<file path="src/rtl/fetch_unit.sv">
// -----------------------------------------------------------------------------
// fetch_unit
// Instruction fetch sequencer. Owns the PC, drives the word-indexed
// instruction memory (combinational read, data valid in the same cycle),
// buffers fetched {pc, instr} pairs in a small prefetch queue and hands the
// queue head to decode over a valid/ready handshake. Decode can redirect the
// fetch stream (taken branch / exception), which flushes the queue.
//
// Optional feature macro: FETCH_OOB_CHECK_EN
//   defined   : fetches with pc[31:2] >= MEM_WORDS are suppressed, the PC
//               holds and a sticky fault is raised (RUN -> FAULT). Only a
//               redirect or reset leaves FAULT; the queue still drains.
//   undefined : no range check, fault is tied low.
//
// Parameters
//   RESET_PC   PC after reset (bits [1:0] must be 0)
//   DEPTH      prefetch queue entries (power of 2, >= 2)
//   MEM_WORDS  instruction memory size in words (range check only)
//
// Ports
//   clk             in   system clock, all state updates on posedge
//   rst_n           in   asynchronous active-low reset
//   fetch_en        in   1 = fetch allowed, 0 = hold PC (queue still drains)
//   imem_addr       out  byte address to instruction memory (== pc)
//   imem_rdata      in   instruction word at imem_addr, same cycle
//   inst_valid      out  queue head valid
//   inst_ready      in   decode accepts head when inst_valid & inst_ready
//   inst_data       out  queue head instruction word
//   inst_pc         out  byte address of inst_data
//   redirect_valid  in   flush queue and load redirect_pc
//   redirect_pc     in   new fetch address, bits [1:0] forced to 00
//   fault           out  sticky out-of-range fetch flag
// -----------------------------------------------------------------------------
module fetch_unit #(
    parameter logic [31:0] RESET_PC  = 32'h0000_0000,
    parameter int unsigned DEPTH     = 4,
    parameter int unsigned MEM_WORDS = 32
) (
    input  logic        clk,
    input  logic        rst_n,
    input  logic        fetch_en,
    output logic [31:0] imem_addr,
    input  logic [31:0] imem_rdata,
    output logic        inst_valid,
    input  logic        inst_ready,
    output logic [31:0] inst_data,
    output logic [31:0] inst_pc,
    input  logic        redirect_valid,
    input  logic [31:0] redirect_pc,
    output logic        fault
);

    localparam int unsigned AW = $clog2(DEPTH);
    localparam int unsigned CW = AW + 1;
    localparam logic [CW-1:0] FULL_COUNT = CW'(DEPTH);

    // Elaboration-time parameter sanity checks.
    if (RESET_PC[1:0] != 2'b00) begin : g_bad_reset_pc
        $error("fetch_unit: RESET_PC must be word aligned");
    end
    if ((DEPTH < 2) || ((DEPTH & (DEPTH - 1)) != 0)) begin : g_bad_depth
        $error("fetch_unit: DEPTH must be a power of 2 and >= 2");
    end
    if (MEM_WORDS < 1) begin : g_bad_mem_words
        $error("fetch_unit: MEM_WORDS must be >= 1");
    end

    logic [31:0]   pc;
    logic [31:0]   q_pc   [DEPTH];
    logic [31:0]   q_data [DEPTH];
    logic [AW-1:0] wr_ptr;
    logic [AW-1:0] rd_ptr;
    logic [CW-1:0] count;
    logic [31:0]   hold_pc;
    logic [31:0]   hold_data;

    logic          has_room;
    logic          fetch_try;
    logic          push;
    logic          pop;
    logic          fault_blk;
    logic          oob;

    assign imem_addr  = pc;
    assign inst_valid = (count != '0);
    assign has_room   = (count < FULL_COUNT);

    // A fetch would happen this cycle if nothing but the range check or a
    // fault state stood in the way.
    assign fetch_try = fetch_en & ~redirect_valid & (has_room | pop);
    assign pop       = inst_valid & inst_ready & ~redirect_valid;
    assign push      = fetch_try & ~fault_blk & ~oob;

`ifdef FETCH_OOB_CHECK_EN
    typedef enum logic {
        RUN   = 1'b0,
        FAULT = 1'b1
    } state_t;

    state_t state;
    state_t state_nxt;

    assign oob = ({2'b00, pc[31:2]} >= 32'(MEM_WORDS));

    always_ff @(posedge clk or negedge rst_n) begin
        if (!rst_n) begin
            state <= RUN;
        end else begin
            state <= state_nxt;
        end
    end

    always_comb begin
        state_nxt = state;
        fault_blk = 1'b0;
        case (state)
            RUN: begin
                if (fetch_try && oob) begin
                    state_nxt = FAULT;
                end
            end
            FAULT: begin
                fault_blk = 1'b1;
                if (redirect_valid) begin
                    state_nxt = RUN;
                end
            end
            default: begin
                state_nxt = RUN;
            end
        endcase
    end

    assign fault = (state == FAULT);
`else
    assign oob       = 1'b0;
    assign fault_blk = 1'b0;
    assign fault     = 1'b0;
`endif

    // PC, pointers and occupancy. Redirect wins over push and pop.
    always_ff @(posedge clk or negedge rst_n) begin
        if (!rst_n) begin
            pc     <= RESET_PC;
            wr_ptr <= '0;
            rd_ptr <= '0;
            count  <= '0;
        end else if (redirect_valid) begin
            pc     <= {redirect_pc[31:2], 2'b00};
            wr_ptr <= '0;
            rd_ptr <= '0;
            count  <= '0;
        end else begin
            if (push) begin
                pc     <= pc + 32'd4;
                wr_ptr <= wr_ptr + AW'(1);
            end
            if (pop) begin
                rd_ptr <= rd_ptr + AW'(1);
            end
            if (push && !pop) begin
                count <= count + CW'(1);
            end else if (pop && !push) begin
                count <= count - CW'(1);
            end
        end
    end

    // Queue storage needs no reset: entries are only visible while counted.
    always_ff @(posedge clk) begin
        if (push) begin
            q_pc[wr_ptr]   <= pc;
            q_data[wr_ptr] <= imem_rdata;
        end
    end

    // Shadow of the last visible head so the outputs hold their last value
    // (zero after reset) while the queue is empty instead of exposing stale
    // storage slots.
    always_ff @(posedge clk or negedge rst_n) begin
        if (!rst_n) begin
            hold_pc   <= '0;
            hold_data <= '0;
        end else if (inst_valid) begin
            hold_pc   <= q_pc[rd_ptr];
            hold_data <= q_data[rd_ptr];
        end
    end

    assign inst_pc   = inst_valid ? q_pc[rd_ptr]   : hold_pc;
    assign inst_data = inst_valid ? q_data[rd_ptr] : hold_data;

endmodule

</file>
<file path="config.mk">
export PLATFORM = sky130hd
export DESIGN_NAME = fetch_unit
export DESIGN_NICKNAME = d
export VERILOG_FILES = /design/src/rtl/fetch_unit.sv
export SDC_FILE = /design/constraint.sdc
export NUM_CORES = 1
export LEC_CHECK = 0
export CAP_MARGIN = 0
export CORE_MARGIN = 10
export CORE_UTILIZATION = 60
export DETAILED_ROUTE_END_ITERATION = 12
export MAX_ROUTING_LAYER = met4
export PLACE_DENSITY = 0.85
export RECOVER_POWER = 100
export SLEW_MARGIN = 40
export SYNTH_ARGS = -nofsm -noshare
export SYNTH_HDL_FRONTEND = slang
export SYNTH_SLANG_ARGS = --single-unit
</file>
<file path="constraint.sdc">
create_clock -name clk -period 8.6 [get_ports clk]
set_clock_uncertainty 0.05 [all_clocks]
set_input_delay 0.86 -clock clk [delete_from_list [all_inputs] [get_ports clk]]
set_output_delay 0.86 -clock clk [all_outputs]
set_load 0.05 [all_outputs]
</file>
== Word-level counts from Yosys, hierarchy flattened ==
Memory sizes are Yosys's and may differ from the RTL's.
Index checks and enable logic that the tools add are counted.

* Flip-flop bits (word level): 103
* Bits in writable memories: 256
* Input port bits: 69
* Output and inout port bits: 98
* Logic and storage cells: 41
* Memories: 2

{| class="wikitable"
|+ Memory list
! memory !! words !! bits a word !! read ports !! clocked after Yosys merged registers in !! write ports !! line !! text
|-
| q_data || 4 || 32 || 1 || 0 || 1 || 70 || <nowiki>logic [31:0] q_data [DEPTH];</nowiki>
|-
| q_pc || 4 || 32 || 1 || 0 || 1 || 69 || <nowiki>logic [31:0] q_pc [DEPTH];</nowiki>
|}

* $add $sub $neg: 5
* Magnitude comparators: 1
* Muxes and demuxes: 13
* Bitwise logic cells: 6
* Reductions and logical operators: 8

{| class="wikitable"
|+ Operator list
! kind !! number
|-
| 2-to-1 mux 32 bit || 4
|-
| adder 32 x 3 -> 32 bit, second input constant || 1
|-
| 2-to-1 mux 3 bit || 3
|-
| 2-to-1 mux 2 bit || 4
|-
| nonzero test 3 bit || 2
|-
| adder 2 x 1 -> 2 bit, second input constant || 2
|-
| AND 1 bit || 4
|-
| nonzero test 2 bit || 2
|-
| adder 3 x 1 -> 3 bit, second input constant || 1
|-
| less-than comparator 3 bit, second input constant || 1
|-
| subtractor 3 x 1 -> 3 bit, second input constant || 1
|-
| logical AND 1 bit || 2
|-
| zero test 1 bit || 2
|-
| 2-to-1 mux 1 bit || 2
|-
| NOT 1 bit || 1
|-
| OR 1 bit || 1
|}

== Longest topological paths before layout ==
Gate-level depths: netlist of run 1.

* Word-level depth: 10
* Mapped depth: 11
* Depth with buffers taken out: 10

== Worst setup path before layout of run 1 ==
OpenSTA, ideal clock, no wires.

* Kind: input -> register
* Start: input port fetch_en
* End: memory q_data[0][0] (enable)
* Library setup time: 427 ps
* Data arrival time: 3315 ps
* Required time: 8123 ps
* Setup slack: 4808 ps
* Stages: 5
* Cell sequence: clkbuf_1 > and2_1 > clkbuf_1 > nor2b_1 > and2_1

* Longest elaborated chain between the ends: 4

{| class="wikitable"
|+ Ends and longest elaborated chain
! element !! line !! text
|-
| start, declared || 41 || <nowiki>input logic fetch_en,</nowiki>
|-
| AND 1 bit (2 in a row) || 90 || <nowiki>assign fetch_try = fetch_en & ~redirect_valid & (has_room | pop);</nowiki>
|-
| 2-to-1 mux 1 bit || 171 || <nowiki>if (push) begin</nowiki>
|-
| 2-to-1 mux 1 bit (implied by the code) || 173 || <nowiki>q_data[wr_ptr] <= imem_rdata;</nowiki>
|-
| end, declared || 70 ||
|}

No other way between the ends.

== Final worst setup path of run 1 ==
* Start: input port inst_ready
* End: memory q_data[2][28] (enable)

* Longest elaborated chain between the ends: 6

{| class="wikitable"
|+ Ends and longest elaborated chain
! element !! line !! text
|-
| start, declared || 45 || <nowiki>input logic inst_ready,</nowiki>
|-
| AND 1 bit (2 in a row) || 91 || <nowiki>assign pop = inst_valid & inst_ready & ~redirect_valid;</nowiki>
|-
| OR 1 bit || 90 ||
|-
| AND 1 bit || 90 ||
|-
| 2-to-1 mux 1 bit || 171 ||
|-
| 2-to-1 mux 1 bit (implied by the code) || 173 ||
|}

No other way between the ends.

==> results.ini, run 1 <==
[clock_network]
clkTransAtPathRegs_ps = 60
cts_setup_buffers = 0
cts_root_buffer = clkbuf_16
cts_buffer_depth = 3
clock_latency_ps = 500
post_cts_resized = 0
holdBufCountCts = 0
cts_sinks = 349
tritoncts = built
htreeDepth = 2
cts_made_buffers = 36

[route]
first_pass_iters = 5
drtIter0Drc = 600
viasPerCell = 5.71
drtAntennaViolNets = 0
drc_errors = 0
wl_per_cell_um = 22.3
vias = 7517
routed_wl_um = 29300

[pwr]
p_seq_share_pct = 36.0
clock_power_share_pct = 23.1
p_comb_share_pct = 40.9
p_int_mw = 3.63
sw_frac_of_total_pct = 40.5
vdd_drop_max_mv = 0.201
p_per_area_nw_per_um2 = 371
p_leak_nw = 6.05
p_sw_mw = 2.47

[timing]
post-route-min-period_ps = 6080
finalSetupViolations = 0
relSlewSlack_pct = -132
max_clock_freq_ghz = 0.164
grt_setup_unrepaired = no
setup_slack_ps = 2520
slew_viol_final = 249
worstMarginPinSlew_ps = 3480
post-route-period-util_pct = 70.7
hold_slack_ps = 405
hold_viol_final = 0
fin_tns_setup_ps = 0

[global_route]
grt_pass1_vias = 8212
grt_overflow = 0
grt_first_pass_wirelength_um = 46600
antenna_found_initial = 4
grtUsageTotal_pct = 21.6
grt_max_degree = 70

[layout]
nets = 1082
drive_gt1_share_pct = 12.2
area_growth_pct = 21.8
final_cells = 1317
layout_commonest_cell = edfxtp_1
utilization_pct = 74.8
mostFrequentLayoutCells = edfxtp_1, nand2_1, dlygate4sd3_1, dfrtp_1, mux4_2
fillers = 1329

[outcome]
violations = capacitance limit, slew limit
status = finished with violations

[critical_path]
start_kind = input port
path_class = in2reg
critPathArrivalTime_ps = 6110
startpoint = inst_ready
end_kind = register
path_max_fanout = 32
r2r_start = count[2]$_DFFE_PN0P_
cp.required_ps = 8620

[floorplan]
start_util_pct = 61.4
num_rows = 54
io_pins = 167
coreArea_um2 = 22000
dieArea_um2 = 28900
die_height_um = 170
floorplan.die.width_um = 170

[yosys]
yosysUniqueCellTypes = 37
ys_seq_elements = 349
synth_warnings = 0
avgSynthCellArea_um2 = 16.1
synth.cell_area_um2 = 13500
synth-seq-area-share_pct = 73.9
synthCells = 836

[placed_design]
gp_congestion = 0.785
dp_hpwl_um = 18000
post-place-cells = 1249
dp_slack_ps = 4860
portBuffers = 161

[hold_path]
min_from = hold_data[9]$_DFF_PN0_
hp-class = reg2reg

[job]
drv_cap = 7

## sequential cells by signal, summed over array words and instances (netlist names)
register,count
hold_pc,32
q_data,128
count,3
hold_data,32
imem_addr,30
q_pc,120
wr_ptr,2
rd_ptr,2
## routing by layer
layer,routed length [um],vias up,part of all wire [%],GRT usage [%]
li1,-,3430,-,-
met1,12200,3815,42,27.6
met2,15200,239,52,35.5
met3,1560,33,5.3,3.49
met4,432,0,1.5,5.87
met5,0,-,0,-
## area by class of cell
cell class	count	area [um^2]	area share, %
multi-input combinational	438	3260	19.9
sequential	349	9980	60.8
timing repair buffer	174	1720	10.5
tap	280	350	2.13
inverter	8	30.0	0.183
antenna	4	10.0	0.0609
clock inverter	13	65.1	0.396
clock buffer	51	1010	6.14
## metrics by stage
| step | total power, mW | area [um^2] |
|---|---|---|
| 5_1_grt | 6.39 | 16400 |
| 4_1_cts | 6.28 | 16600 |
| 3_5_place_dp | 4.86 | 15500 |
| 6_report | 6.09 | 16400 |
| 2_1_floorplan | 3.95 | 13500 |
| 3_3_place_gp | 4.78 | 15300 |
## path summary, 6_finish.rpt
check / to / slack (ps) / cells after the start
worst max-delay path: q_data[2][28]$_DFFE_PP_ / 2520 / 6
worst min-delay path: hold_data[9]$_DFF_PN0_ / 400 / 2
worst max register to register: q_data[2][28]$_DFFE_PP_ / 3140 / 5
worst min register to register: hold_data[9]$_DFF_PN0_ / 400 / 2
max in group asynchronous: rd_ptr[0]$_DFFE_PN0P_ / 5920 / 2
min in group asynchronous: hold_data[19]$_DFF_PN0_ / 980 / 1
## Yosys cell counts
cell type	number	area [um^2]
nand2b_1	1	6.26
xnor2_1	17	149
mux2i_1	1	10.0
or4_4	1	11.3
nor4_2	3	37.5
nor4_4	2	42.5
nor2_1	13	48.8
buf_1	4	15.0
clkbuf_1	29	109
nand2_1	224	841
o21ai_1	22	110
buf_4	3	22.5
nor2b_1	2	12.5
and4_1	4	35.0
nand4_2	1	12.5
nand4_4	1	21.3
and3_1	4	25.0
o21ai_0	8	40.0
xor2_1	16	140
or4_1	1	7.51
fa_1	1	20.0
dfrtp_1	101	2530
nand3_1	14	70.1
edfxtp_1	248	7450
nand4_1	11	68.8
inv_2	2	7.51
inv_1	6	22.5
a211oi_1	1	7.51
nor3_1	5	25.0
a21oi_1	4	20.0
buf_2	6	30.0
conb_1	1	3.75
and2_1	10	62.6
buf_6	1	11.3
nor3_2	1	10.0
mux4_2	62	1400
ha_1	5	62.6
## worst max-delay path, stage by stage
cell	delay, ps
dlygate4sd3_1	660
nand2b_1	220
and2_0	560
nor2b_1	330
and2_0	1830
clkbuf_1	1620
## power groups by stage
stage	combinational [mW]	clock, mW	sequential [mW]
after floorplan	1.74	0	2.21
after global placement	2.56	0	2.22
after detailed placement	2.64	0	2.22
after CTS	2.65	1.44	2.19
after global routing	2.66	1.50	2.22
final	2.49	1.41	2.19
## kinds of logic after synthesis
kind of cell | after synthesis | synth area share [%]
other | 1 | 0.0278
xor gates and xnor gates | 33 | 2.14
muxes | 63 | 10.4
DFF | 349 | 73.9
AOI/OAI and AO/OA | 35 | 1.32
and+or+nand+nor | 298 | 9.92
adders and majority gates | 6 | 0.612
buffers and inverters | 51 | 1.61
No activity file was read; power rests on OpenSTA's default activity.
==> inputs of run 2 (changes only) <==
Settings changed: CORE_UTILIZATION 60 to 55, PLACE_DENSITY 0.85 to 0.79.
Clock period 8.6 ns to 6.05 ns, I/O delays scaled along.
==> run 2 against run 1 <==
Against the previous run:
- the run still ends with capacitance limit, slew limit left
- critical path depth up 1
- die area up 8.0%
- sequential cell count unchanged
- final cell count up 3.3%
- sequential power up 42%
- total power up 42%
- largest cell class unchanged
- highest routed layer unchanged
==> results.ini, run 2 (synthesized netlist as in run 1, its figures left out) <==
[floorplan]
io_pins = 167
floorplan.die.width_um = 177
num_rows = 57
dieArea_um2 = 31200
coreArea_um2 = 24200
start_util_pct = 55.6
die_height_um = 177

[clock_network]
tritoncts = built
cts_sinks = 349
cts_buffer_depth = 3
holdBufCountCts = 0
clkTransAtPathRegs_ps = 50
post_cts_resized = 0
cts_made_buffers = 36
cts_setup_buffers = 0
clock_latency_ps = 510
htreeDepth = 2
cts_root_buffer = clkbuf_16

[layout]
reg_top3 = q_data (128), q_pc (120)
top_register = q_data
area_growth_pct = 22.8
layout_commonest_cell = edfxtp_1
multi_input_area_um2 = 3270
nets = 1084
largest_reg_flops = 128
drive_gt1_share_pct = 12.5
fillers = 1635
register_area_um2 = 9980
mostFrequentLayoutCells = edfxtp_1, nand2_1, dlygate4sd3_1, dfrtp_1, mux4_2
final_cells = 1360

[pwr]
vdd_drop_max_mv = 0.386
p_comb_share_pct = 40.4
power_mw = 8.66
p_seq_share_pct = 35.9
p_int_mw = 5.19
clock_power_share_pct = 23.7
p_sw_mw = 3.48
p_per_area_nw_per_um2 = 523
p_leak_nw = 6.11
sw_frac_of_total_pct = 40.2

[timing]
fin_tns_setup_ps = 0
worstMarginPinSlew_ps = 3340
max_clock_freq_ghz = 0.213
hold_viol_final = 0
relSlewSlack_pct = -122
post-route-period-util_pct = 77.5
grt_setup_unrepaired = no
slew_viol_final = 158
post-route-min-period_ps = 4690
finalSetupViolations = 0
hold_slack_ps = 407

[global_route]
antenna_found_initial = 1
grt_first_pass_wirelength_um = 44000
grt_pass1_vias = 7814
grtUsageTotal_pct = 18.6
grt_overflow = 0
grt_max_degree = 70

[critical_path]
path_class = in2reg
r2r_start = count[2]$_DFFE_PN0P_
end_kind = register
cp.required_ps = 6190
start_kind = input port
path_max_fanout = 27
startpoint = inst_ready
critPathArrivalTime_ps = 4830

[hold_path]
hp-class = reg2reg
min_from = hold_data[11]$_DFF_PN0_

[route]
viasPerCell = 5.45
vias = 7417
wl_per_cell_um = 20.7
drc_errors = 0
first_pass_iters = 4
routed_wl_um = 28100
drtIter0Drc = 598
drtAntennaViolNets = 0

[outcome]
status = finished with violations
violations = capacitance limit, slew limit

[placed_design]
gp_congestion = 0.759
portBuffers = 161
post-place-cells = 1295
dp_hpwl_um = 17300

[job]
drv_cap = 5

run 2: critical path, cell delays in order:
cell and delay, ps:
dlygate4sd3_1 630, nand2b_1 250, and2_0 610, nor2b_1 310, and2_0 820, clkbuf_1 1250, buf_12 310
run 2: layout make-up:
cell class,count,area share (%)
clock buffer,49,6.04
tap,324,2.45
antenna,1,0.0151
multi-input combinational,438,19.7
clock inverter,15,0.642
inverter,8,0.181
timing repair buffer,176,10.7
sequential,349,60.2
run 2: final timing paths:
kind	endpoint	slack (ps)	depth (start not counted)
min reg2reg	hold_data[11]$_DFF_PN0_	410	2
max	q_data[3][17]$_DFFE_PP_	1360	7
max reg2reg	q_data[3][17]$_DFFE_PP_	1690	6
min	hold_data[11]$_DFF_PN0_	410	2
max in group asynchronous	rd_ptr[1]$_DFFE_PN0P_	2120	2
min in group asynchronous	hold_pc[23]$_DFF_PN0_	1170	1
run 2: stage by stage:
stage                     utilization [%]  setup WS (ps)  instance area, um^2
after detailed placement             64.2           2550                15600
after CTS                            68.8           2100                16700
after global placement               63.5           2500                15400
after floorplan                         -           2510                13500
after global routing                 68.3           1040                16600
final                                68.3           1360                16600
run 2: power by group through the flow:
| stage | Combinational [mW] | Sequential, mW | Clock (mW) |
|---|---|---|---|
| after global routing | 3.73 | 3.15 | 2.20 |
| after detailed placement | 3.71 | 3.17 | 0 |
| after floorplan | 2.47 | 3.14 | 0 |
| after global placement | 3.64 | 3.17 | 0 |
| final | 3.50 | 3.11 | 2.06 |
| after CTS | 3.74 | 3.12 | 2.11 |
run 2: metal layers:
metal / global-route usage [%] / up-vias / wire length (um)
li1: - / 3411 / -
met5: - / - / 0
met3: 3.10 / 35 / 1500
met4: 5.25 / 0 / 446
met1: 24.2 / 3769 / 12000
met2: 30.1 / 202 / 14200
